==> src/rtl/dmem_arbiter_pkg.sv <==
// ============================================================================
// Package : definitions
// Brief   : Shared memory bundle types and arbiter state encoding.
// Rev     : 1.0 - initial release
// ============================================================================
`default_nettype none

package definitions;

  // Request bundle from a core (or from the arbiter to the memory).
  typedef struct packed {
    logic [31:0] write_data;
    logic        valid;
    logic        wen;
    logic        byte_not_word;
    logic        yumi;
  } mem_in_s;

  // Response bundle from the memory (or from the arbiter to a core).
  typedef struct packed {
    logic [31:0] read_data;
    logic        valid;
    logic        yumi;
  } mem_out_s;

  typedef enum logic [1:0] {
    IDLE = 2'd0,
    REQ  = 2'd1,
    WAIT = 2'd2
  } dmem_arb_state_e;

  // Width of a core index; never zero so single-core builds still elaborate.
  function automatic int idx_width(input int n);
    return (n > 1) ? $clog2(n) : 1;
  endfunction

endpackage

`default_nettype wire

==> src/rtl/dmem_arbiter_rr.sv <==
// ============================================================================
// Module : rr_arbiter
// Brief  : Combinational round-robin pick, searching from last_owner+1.
// Rev    : 1.0 - initial release
// ============================================================================
`default_nettype none

module rr_arbiter
  import definitions::*;
#(
  parameter int NUM_CORES = 4,
  parameter int IDX_W     = idx_width(NUM_CORES)
) (
  input  logic [NUM_CORES-1:0] i_req,
  input  logic [IDX_W-1:0]     i_last_owner,
  output logic [NUM_CORES-1:0] o_grant,
  output logic [IDX_W-1:0]     o_idx
);

  logic             w_found;
  logic [IDX_W-1:0] w_k;

  // Walk the cores starting just after the previous owner; first requester wins.
  always_comb begin
    o_grant = '0;
    o_idx   = '0;
    w_found = 1'b0;
    w_k     = '0;
    for (int i = 1; i <= NUM_CORES; i++) begin
      w_k = IDX_W'((int'(i_last_owner) + i) % NUM_CORES);
      if (!w_found && i_req[w_k]) begin
        o_grant[w_k] = 1'b1;
        o_idx        = w_k;
        w_found      = 1'b1;
      end
    end
  end

endmodule

`default_nettype wire

==> src/rtl/dmem_arbiter.sv <==
// ============================================================================
// Module : dmem_arbiter
// Brief  : Shares one data memory between several cores, one transaction at
//          a time, with round-robin ownership and a sticky timeout flag.
// Rev    : 1.0 - initial release
// ============================================================================
`default_nettype none

module dmem_arbiter
  import definitions::*;
#(
  parameter int num_cores_p = 4,
  parameter int timeout_p   = 255
) (
  input  logic                         clk,
  input  logic                         n_reset,
  input  mem_in_s  [num_cores_p-1:0]   core_req_i,
  input  logic [num_cores_p-1:0][31:0] core_addr_i,
  output mem_out_s [num_cores_p-1:0]   core_resp_o,
  output mem_in_s                      mem_o,
  output logic [31:0]                  mem_addr_o,
  input  mem_out_s                     mem_i,
  output logic [num_cores_p-1:0]       grant_o,
  output logic                         error_o
);

  localparam int IDX_W = idx_width(num_cores_p);
  localparam int TMR_W = $clog2(timeout_p + 1);

  dmem_arb_state_e        r_state, w_state_next;
  logic [IDX_W-1:0]       r_owner, r_last_owner;
  logic [TMR_W-1:0]       r_timer, w_timer_inc;
  logic                   r_error;
  logic                   w_timeout, w_complete;
  logic [num_cores_p-1:0] w_req_valid, w_arb_grant;
  logic [IDX_W-1:0]       w_arb_idx;
  mem_in_s                w_owner_req;

  assign w_owner_req = core_req_i[r_owner];
  assign w_timer_inc = r_timer + TMR_W'(1);
  assign error_o     = r_error;

  // Gather the per-core valid bits for the arbiter.
  always_comb begin
    w_req_valid = '0;
    for (int k = 0; k < num_cores_p; k++) begin
      w_req_valid[k] = core_req_i[k].valid;
    end
  end

  rr_arbiter #(
    .NUM_CORES (num_cores_p),
    .IDX_W     (IDX_W)
  ) u_rr (
    .i_req        (w_req_valid),
    .i_last_owner (r_last_owner),
    .o_grant      (w_arb_grant),
    .o_idx        (w_arb_idx)
  );

  // Next state and all routing; only the owner's response is ever non-zero.
  always_comb begin
    w_state_next = r_state;
    w_timeout    = 1'b0;
    w_complete   = 1'b0;
    mem_o        = '0;
    mem_addr_o   = '0;
    core_resp_o  = '0;
    grant_o      = '0;
    case (r_state)
      IDLE: begin
        if (|w_arb_grant) w_state_next = REQ;
      end
      REQ, WAIT: begin
        grant_o[r_owner]    = 1'b1;
        mem_o.write_data    = w_owner_req.write_data;
        mem_o.valid         = w_owner_req.valid;
        mem_o.wen           = w_owner_req.wen;
        mem_o.byte_not_word = w_owner_req.byte_not_word;
        mem_addr_o          = core_addr_i[r_owner];
        // Timeout wins over everything and suppresses any ack to the owner.
        if (w_timer_inc == TMR_W'(timeout_p)) begin
          w_timeout    = 1'b1;
          w_state_next = IDLE;
        end else if (r_state == REQ) begin
          if (!w_owner_req.valid) begin
            w_state_next = IDLE;
          end else if (mem_i.yumi) begin
            core_resp_o[r_owner].yumi = 1'b1;
            w_state_next              = WAIT;
            if (mem_i.valid) begin
              core_resp_o[r_owner].valid     = 1'b1;
              core_resp_o[r_owner].read_data = mem_i.read_data;
              mem_o.yumi                     = w_owner_req.yumi;
              if (w_owner_req.yumi) begin
                w_complete   = 1'b1;
                w_state_next = IDLE;
              end
            end
          end
        end else begin
          core_resp_o[r_owner].valid     = mem_i.valid;
          core_resp_o[r_owner].read_data = mem_i.read_data;
          mem_o.yumi                     = w_owner_req.yumi;
          if (mem_i.valid && w_owner_req.yumi) begin
            w_complete   = 1'b1;
            w_state_next = IDLE;
          end
        end
      end
      default: w_state_next = IDLE;
    endcase
  end

  // State, owner bookkeeping, timeout counter and sticky error flag.
  always_ff @(posedge clk) begin
    if (!n_reset) begin
      r_state      <= IDLE;
      r_owner      <= '0;
      r_last_owner <= IDX_W'(num_cores_p - 1);
      r_timer      <= '0;
      r_error      <= 1'b0;
    end else begin
      r_state <= w_state_next;
      if (r_state == IDLE) begin
        r_timer <= '0;
        if (|w_arb_grant) r_owner <= w_arb_idx;
      end else begin
        r_timer <= w_timer_inc;
      end
      if (w_complete) r_last_owner <= r_owner;
      if (w_timeout)  r_error      <= 1'b1;
    end
  end

endmodule

`default_nettype wire

==> config.mk <==
export PLATFORM = sky130hd
export DESIGN_NAME = dmem_arbiter
export DESIGN_NICKNAME = d
export VERILOG_FILES = /design/src/rtl/dmem_arbiter_pkg.sv /design/src/rtl/dmem_arbiter_rr.sv /design/src/rtl/dmem_arbiter.sv
export SDC_FILE = /design/constraint.sdc
export NUM_CORES = 1
export LEC_CHECK = 0
export ABC_AREA = 0
export BUFFER_PORTS_ARGS = -buffer_cell sky130_fd_sc_hd__buf_2
export CORE_AREA = 2 2 201 203
export CTS_CLUSTER_SIZE = 24
export DETAILED_ROUTE_END_ITERATION = 10
export DIE_AREA = 0 0 203 205
export PLACE_DENSITY = 0.41
export SLEW_MARGIN = 20
export SYNTH_ARGS = -nofsm -noshare
export SYNTH_HDL_FRONTEND = slang
export SYNTH_SLANG_ARGS = --single-unit
==> constraint.sdc <==
create_clock -name clk -period 2.9 [get_ports clk]
set_clock_uncertainty 0.1 [all_clocks]
set_input_delay 0.145 -clock clk [delete_from_list [all_inputs] [get_ports clk]]
set_output_delay 0.145 -clock clk [all_outputs]
set_load 0.01 [all_outputs]
==> metrics, run 1 <==
Slew @ Worst Pin about 0.87 ns; detailed router's first-iteration violation count slightly above 600; initial antenna violation count 1; Wirelength per Cell 18.7 um; CORE AREA 39,400 um2; Post-CTS Resized 0; total gr overflow 0; leak pwr just under 4 nW; top cells by area, synth mux4_2, and2_1, nor2_1; met3 WL 1590 um; number of synthesized flops with an enable pin 0; Comb power frac around 88%; Fill cells 4,472; Mapped Cells 530; Clock Power Share about 6.2%; maxcap violations 0; number of remaining DRC errors 0; sequential share of power 6.1%; Peak Freq 368 MHz; starting density of the core 11.2%; setup violators final 0; Main synth FF type dfxtp_1; Setup Buffers After CTS 0; Worst path most repeated cell and3_1; total number of vias 6,230; CP Capture Type primary output; global-route wire length before repair 39,600 um; num ports 517; worst min path class input port to register; Post-CTS Hold Buffers 0; Final GP Congestion roughly 0.93; synthesized cell area 4390 um2; part of the Yosys area used for sequential elements 6.83%; average size of a mapped cell between 8 and 9 um2; power per cell area 581 nW/um2; die height just over 200 um; Worst VDD drop roughly 0.28 mV; Metal-1 WL 12,200 um; Top Layer Used met4; CP cell instances inv_1 -> ha_1 -> and3_1 -> nand4_1 -> and3_1 -> nand3_4 -> nor2_1 -> buf_2; Die Wd 203 um; Worst Path Max Fanout 32; RSZ-0062 raised after global routing no; IO buf count approximately 520; Yosys top cell area share 34.9%; outcome finished clean; Synth Register Bits 15; Antenna Nets Post-Route 0; synth unique cells 57; CP max stage delay 0.42 ns; Root Buffer Master clkbuf_16; Via density 4.06; final WL 28,700 um; critical path class register to primary output; part of the cycle the worst path needs 93.6%; P_sw 2.36 mW; dpl hpwl 24,200 um; Syn. warnings 0; CP Data Required Time 2.65 ns; Internal 2.02 mW; CTS Buffer Depth 2; final hold violations 0; critical path's slowest cell dfxtp_1; Clk pin slew, worst setup/hold paths 0.05 ns; Die ar. 41,600 um2; clk sink count 15; area leader, netlist mux4_2; min cycle time layout 2.71 ns; CTS tree built; WL met2 14,600 um; Setup crit start kind register; Clock Latency Late Sink between 0.2 and 0.25 ns; WP data arrival 2.47 ns; Area Growth Syn to Fin 71.9%; global-route usage over all layers between 10% and 20%; First-pass DRT Iterations 5; vias in the first global route 5,865; floorplan row count 73; share of cells above drive strength 1 around 63%; WHS 0.131 ns; pin count of the biggest net entering global routing 79; Final Max Tran Viols 0; Clock H-tree levels 1; Mapped Nets 850; fraction of registers with async set/reset 0%; Final #Nets ~1,300; relative slew slack 41.7%; Switching Fraction 53.9%; setup TNS 0 ns; TritonCTS Buffers 3
==> flip-flops by register name, indices dropped and copies added (netlist names) <==
name / cells
error_o: 1
r_timer: 8
r_state: 2
r_owner: 2
r_last_owner: 2
==> cells in the final DEF (no fill, tap or decap), types with 3 or more instances in the layout <==
master,n
xor2_1,4
nor2b_1,3
ha_1,11
nor2_2,10
a21o_1,3
a31oi_1,5
mux4_2,68
nand4_1,3
nor2_1,108
mux2_2,7
inv_1,11
buf_4,12
nand3_1,8
clkbuf_16,3
and3_1,33
or3_1,3
nand2b_1,4
dfxtp_1,13
and2_1,69
nor3_1,5
nor4_1,5
nand2_1,47
o21ai_0,7
buf_2,516
a21oi_1,5
==> cell families after synthesis <==
group | after synthesis | synth area share [%]
flip-flops | 15 | 6.83
buffers and inverters | 66 | 8.09
AO/OA/AOI/OAI | 40 | 6.72
multiplexers | 76 | 36.9
adder cells (fa/ha/maj) | 12 | 3.42
XOR/XNOR | 5 | 0.997
AND/OR/NAND/NOR | 316 | 37.1
==> area by class of cell <==
type | instances | area (um2) | share of cell area (%)
timing repair buffer | 530 | 2710 | 35.9
multi-input combinational | 449 | 3750 | 49.7
clock buffer | 3 | 75.1 | 0.994
inverter | 11 | 41.3 | 0.547
sequential | 15 | 308 | 4.08
clock inverter | 1 | 5.00 | 0.0663
antenna | 1 | 2.50 | 0.0331
tap | 525 | 657 | 8.70
==> cell usage after synthesis, types with 3 or more instances <==
master and count:
buf_4 3, nand4_1 3, ha_1 12, or3_1 3
nand3_1 8, nor4_1 5, nor3_1 5, xor2_1 4
nor2b_1 3, and2_1 69, a21o_1 3, clkbuf_1 30
inv_1 11, mux4_2 68, nand2b_1 4, dfxtp_1 15
buf_6 10, buf_2 8, a21oi_1 5, mux2_2 7
nor2_1 108, o21ai_0 7, nand2_1 47, a31oi_1 5
buf_1 3, and3_1 33, nor2_2 10
==> power groups by stage <==
stage	clock network [mW]	logic, mW	registers (mW)
2_1_floorplan	0	2.46	0.264
5_1_grt	0.287	4.19	0.270
3_5_place_dp	0	3.89	0.272
4_1_cts	0.282	3.92	0.267
3_3_place_gp	0	3.92	0.270
6_report	0.272	3.85	0.267
==> worst paths after layout <==
| check | slack (ns) | cells past startpoint | from | end |
|---|---|---|---|---|
| max reg2reg | 0.56 | 8 | r_last_owner[1] | r_owner[1] |
| max | 0.19 | 8 | r_timer[0] | core_resp_o[121] |
| min | 0.13 | 2 | n_reset | r_timer[2] |
| min reg2reg | 0.38 | 2 | r_state[1] | r_state[1] |
==> per-stage QoR <==
step                cells  utilization (%)  worst slack, ns  instance area (um2)  power (mW)
floorplan             530                -           0.0745                 4400        2.73
detailed placement   1530             19.0            0.465                 7470        4.16
finish               1535             19.2            0.186                 7550        4.39
global placement     1530             19.0            0.508                 7470        4.19
CTS                  1534             19.2            0.191                 7550        4.46
global route         1534             19.2           0.0201                 7550        4.75
==> layer usage <==
metal	GRT usage [%]	up-vias
li1	-	2876
met1	16.3	3094
met2	22.7	244
met3	1.46	16
met4	1.38	0
met5	0	-
==> critical path, delay by kind of cell, from the launching register on <==
| kind | cells | cell delay [ns] |
|---|---|---|
| buffers and inverters | 2 | 0.23 |
| and+or+nand+nor | 5 | 1.35 |
| DFF | 1 | 0.42 |
| adders and majority gates | 1 | 0.19 |
Power figures use the tool's default switching activity.
==> run 2: changes to the inputs <==
Settings changed: ABC_AREA 0 to 1, CORE_AREA 2 2 201 203 to 2 2 203 205, DIE_AREA 0 0 203 205 to 0 0 205 207, PLACE_DENSITY 0.41 to 0.39.
Clock period 2.9 ns to 2.4 ns, I/O delays scaled along.
==> metrics, run 2 <==
relative slew slack 41.0%; fraction of registers with async set/reset 0%; Wirelength per Cell approximately 21 um; Slew @ Worst Pin 0.876 ns; GRT met1 Usage 17.0%; TritonCTS Buffers 3; Final Worst Setup Slack -0.0112 ns; leading cell types in the layout, fill and taps excluded buf_2, a22oi_1, nand2_1, nor2_1, a21oi_1; final WL 36,900 um; top-count cell post-synth nor2_1; outcome complete, but fails checks; initial antenna violation count 14; min cycle time layout 2.41 ns; met3 GRT Util 2.49%; Post-CTS Hold Buffers 0; Yosys top cell area share 25.3%; leak pwr 4.22 nW; starting density of the core 9.84%; die height 207 um; WP data arrival 2.19 ns; total number of vias 7,722; Top reg by flops r_timer; Die ar. 42,400 um2; Most Crowded Layer GR met2; Antenna Nets Post-Route 0; Synth Register Bits 15; Core Util, Final 21.7%; critical path's slowest cell dfxtp_4; global-route wire length before repair 47,900 um; CP Capture Type primary output; final hold violations 0; Clock H-tree levels 1; area leader, netlist a22oi_1; Clk pin slew, worst setup/hold paths 0.05 ns; Design Power 8.45 mW; top cells by area, synth a22oi_1, nor2_1, nand2_1; setup TNS -0.0390 ns; synthesized cell area 3970 um2; maxcap violations 0; commonest non-fill, non-tap cell in the layout buf_2; Synth top cells by count nor2_1, a22oi_1, nand2_1, a21oi_1, clkbuf_1; Setup crit start kind register; non-filler instance count after layout 1,797; RSZ-0062 raised after global routing yes; Final GP Congestion 0.912; dpl hpwl 28,900 um; final instance area 8740 um2; Mapped Cells around 720; vias in the first global route a little over 7,000; Final #Nets 1,573; Peak Freq approximately 410 MHz; Root Buffer Master clkbuf_16; CP cell instances ha_4 -> nand3_4 -> xor2_2 -> nor2_2 -> nand3_4 -> nand2_4 -> inv_4 -> nand4_1 -> o21ai_4 -> buf_6 -> clkinv_8 -> nor2_2 -> buf_2; worst min path class input port to register; Via density 4.30; number of synthesized flops with an enable pin 0; global-route usage over all layers 15.1%; placed insts 1,757; max reg flops 8; CTS Buffer Depth 2; CP Data Required Time 2.18 ns; pin count of the biggest net entering global routing slightly below 60; Clock Latency Late Sink 0.25 ns; part of the Yosys area used for sequential elements 7.56%; CP max stage delay 0.37 ns; DP Area 7430 um2; Worst VDD drop approximately 0.3 mV; Die Wd 205 um; clk sink count 15; Worst Path Max Fanout 5; floorplan row count 74; total gr overflow 0; Final Max Tran Viols 0; Area Growth Syn to Fin 120%; Main synth FF type dfxtp_1; CORE AREA between 40,000 and 50,000 um2; part of the cycle the worst path needs 100%; met2 Use GR 27.9%; IO buf count 516; CTS tree built; number of remaining DRC errors 0; power per cell area ~970 nW/um2; violated checks negative setup slack; worst path bufs/invs 4; setup violators final 6; CP top delay family simple AND/OR/NAND/NOR gates; Mapped Nets 1,043; critical path class register to primary output; num ports 517; detailed router's first-iteration violation count 636; share of cells above drive strength 1 57.0%; synth unique cells 36; Syn. warnings 0; First-pass DRT Iterations 5; average size of a mapped cell 5.49 um2
-- run 2: cell count changes in the layout (fill, tap and decap cells not counted), moves of 29 or more --
cell	before	now
a22oi_1	0	132
buf_6	0	44
and3_1	33	0
mux4_2	68	0
buf_2	516	478
buf_4	12	41
a21oi_1	5	68
nor2_4	0	44
nand2_1	47	122
and2_1	69	0
-- run 2: logic make-up after synthesis --
group | synth area share [%]
AO/OA/AOI/OAI | 38.8
adder cells (fa/ha/maj) | 3.78
flip-flops | 7.56
buffers and inverters | 11.3
AND/OR/NAND/NOR | 38.1
XOR/XNOR | 0.441
-- run 2: area by class of cell --
| cell class | count | area [um2] |
|---|---|---|
| fillers | 4618 | 31600 |
| diodes | 13 | 32.5 |
| multi-input cells | 606 | 3810 |
| clock inverters | 1 | 5.00 |
| well taps | 532 | 666 |
| repair buffers | 583 | 3630 |
| clock buffers | 3 | 75.1 |
| flip-flops and latches | 15 | 320 |
| inverters | 42 | 189 |
| repair inverters | 2 | 22.5 |
-- run 2: routing by layer --
layer,vias to the layer above,wire length (um)
met5,-,13
met4,2,1500
met3,54,2620
met2,429,19300
met1,3601,13400
li1,3636,-
-- run 2: timing repair --
item | CTS | global route
setup endpoints to repair | 134 | 145
gates resized for setup | 23 | 211
pin swaps | 5 | 11
gates cloned | 1 | 11
buffers inserted | 3 | 8
-- run 2: worst paths after layout --
| check | from | end | slack [ns] | cells past startpoint |
|---|---|---|---|---|
| hold reg to reg | error_o | error_o | 0.39 | 1 |
| hold / removal | n_reset | r_last_owner[0] | 0.08 | 2 |
| setup / recovery | r_timer[1] | core_resp_o[50] | -0.01 | 13 |
| setup reg to reg | r_last_owner[1] | r_owner[1] | 0.37 | 10 |
-- run 2: through the flow --
stage	hold slack, ns	setup slack, ns
finish	0.0806	-0.0112
detailed placement	0.359	0.0215
global placement	0.350	0.0507
CTS	0.0931	-0.0103
global route	0.105	-0.144
floorplan	0.105	0.328
-- run 2: power by group --
part           internal [mW]  switching, mW  leakage, nW
Sequential             0.296         0.0515        0.127
Combinational           2.89           4.88         4.05
Clock                  0.223          0.113       0.0410
Total                   3.41           5.04         4.22
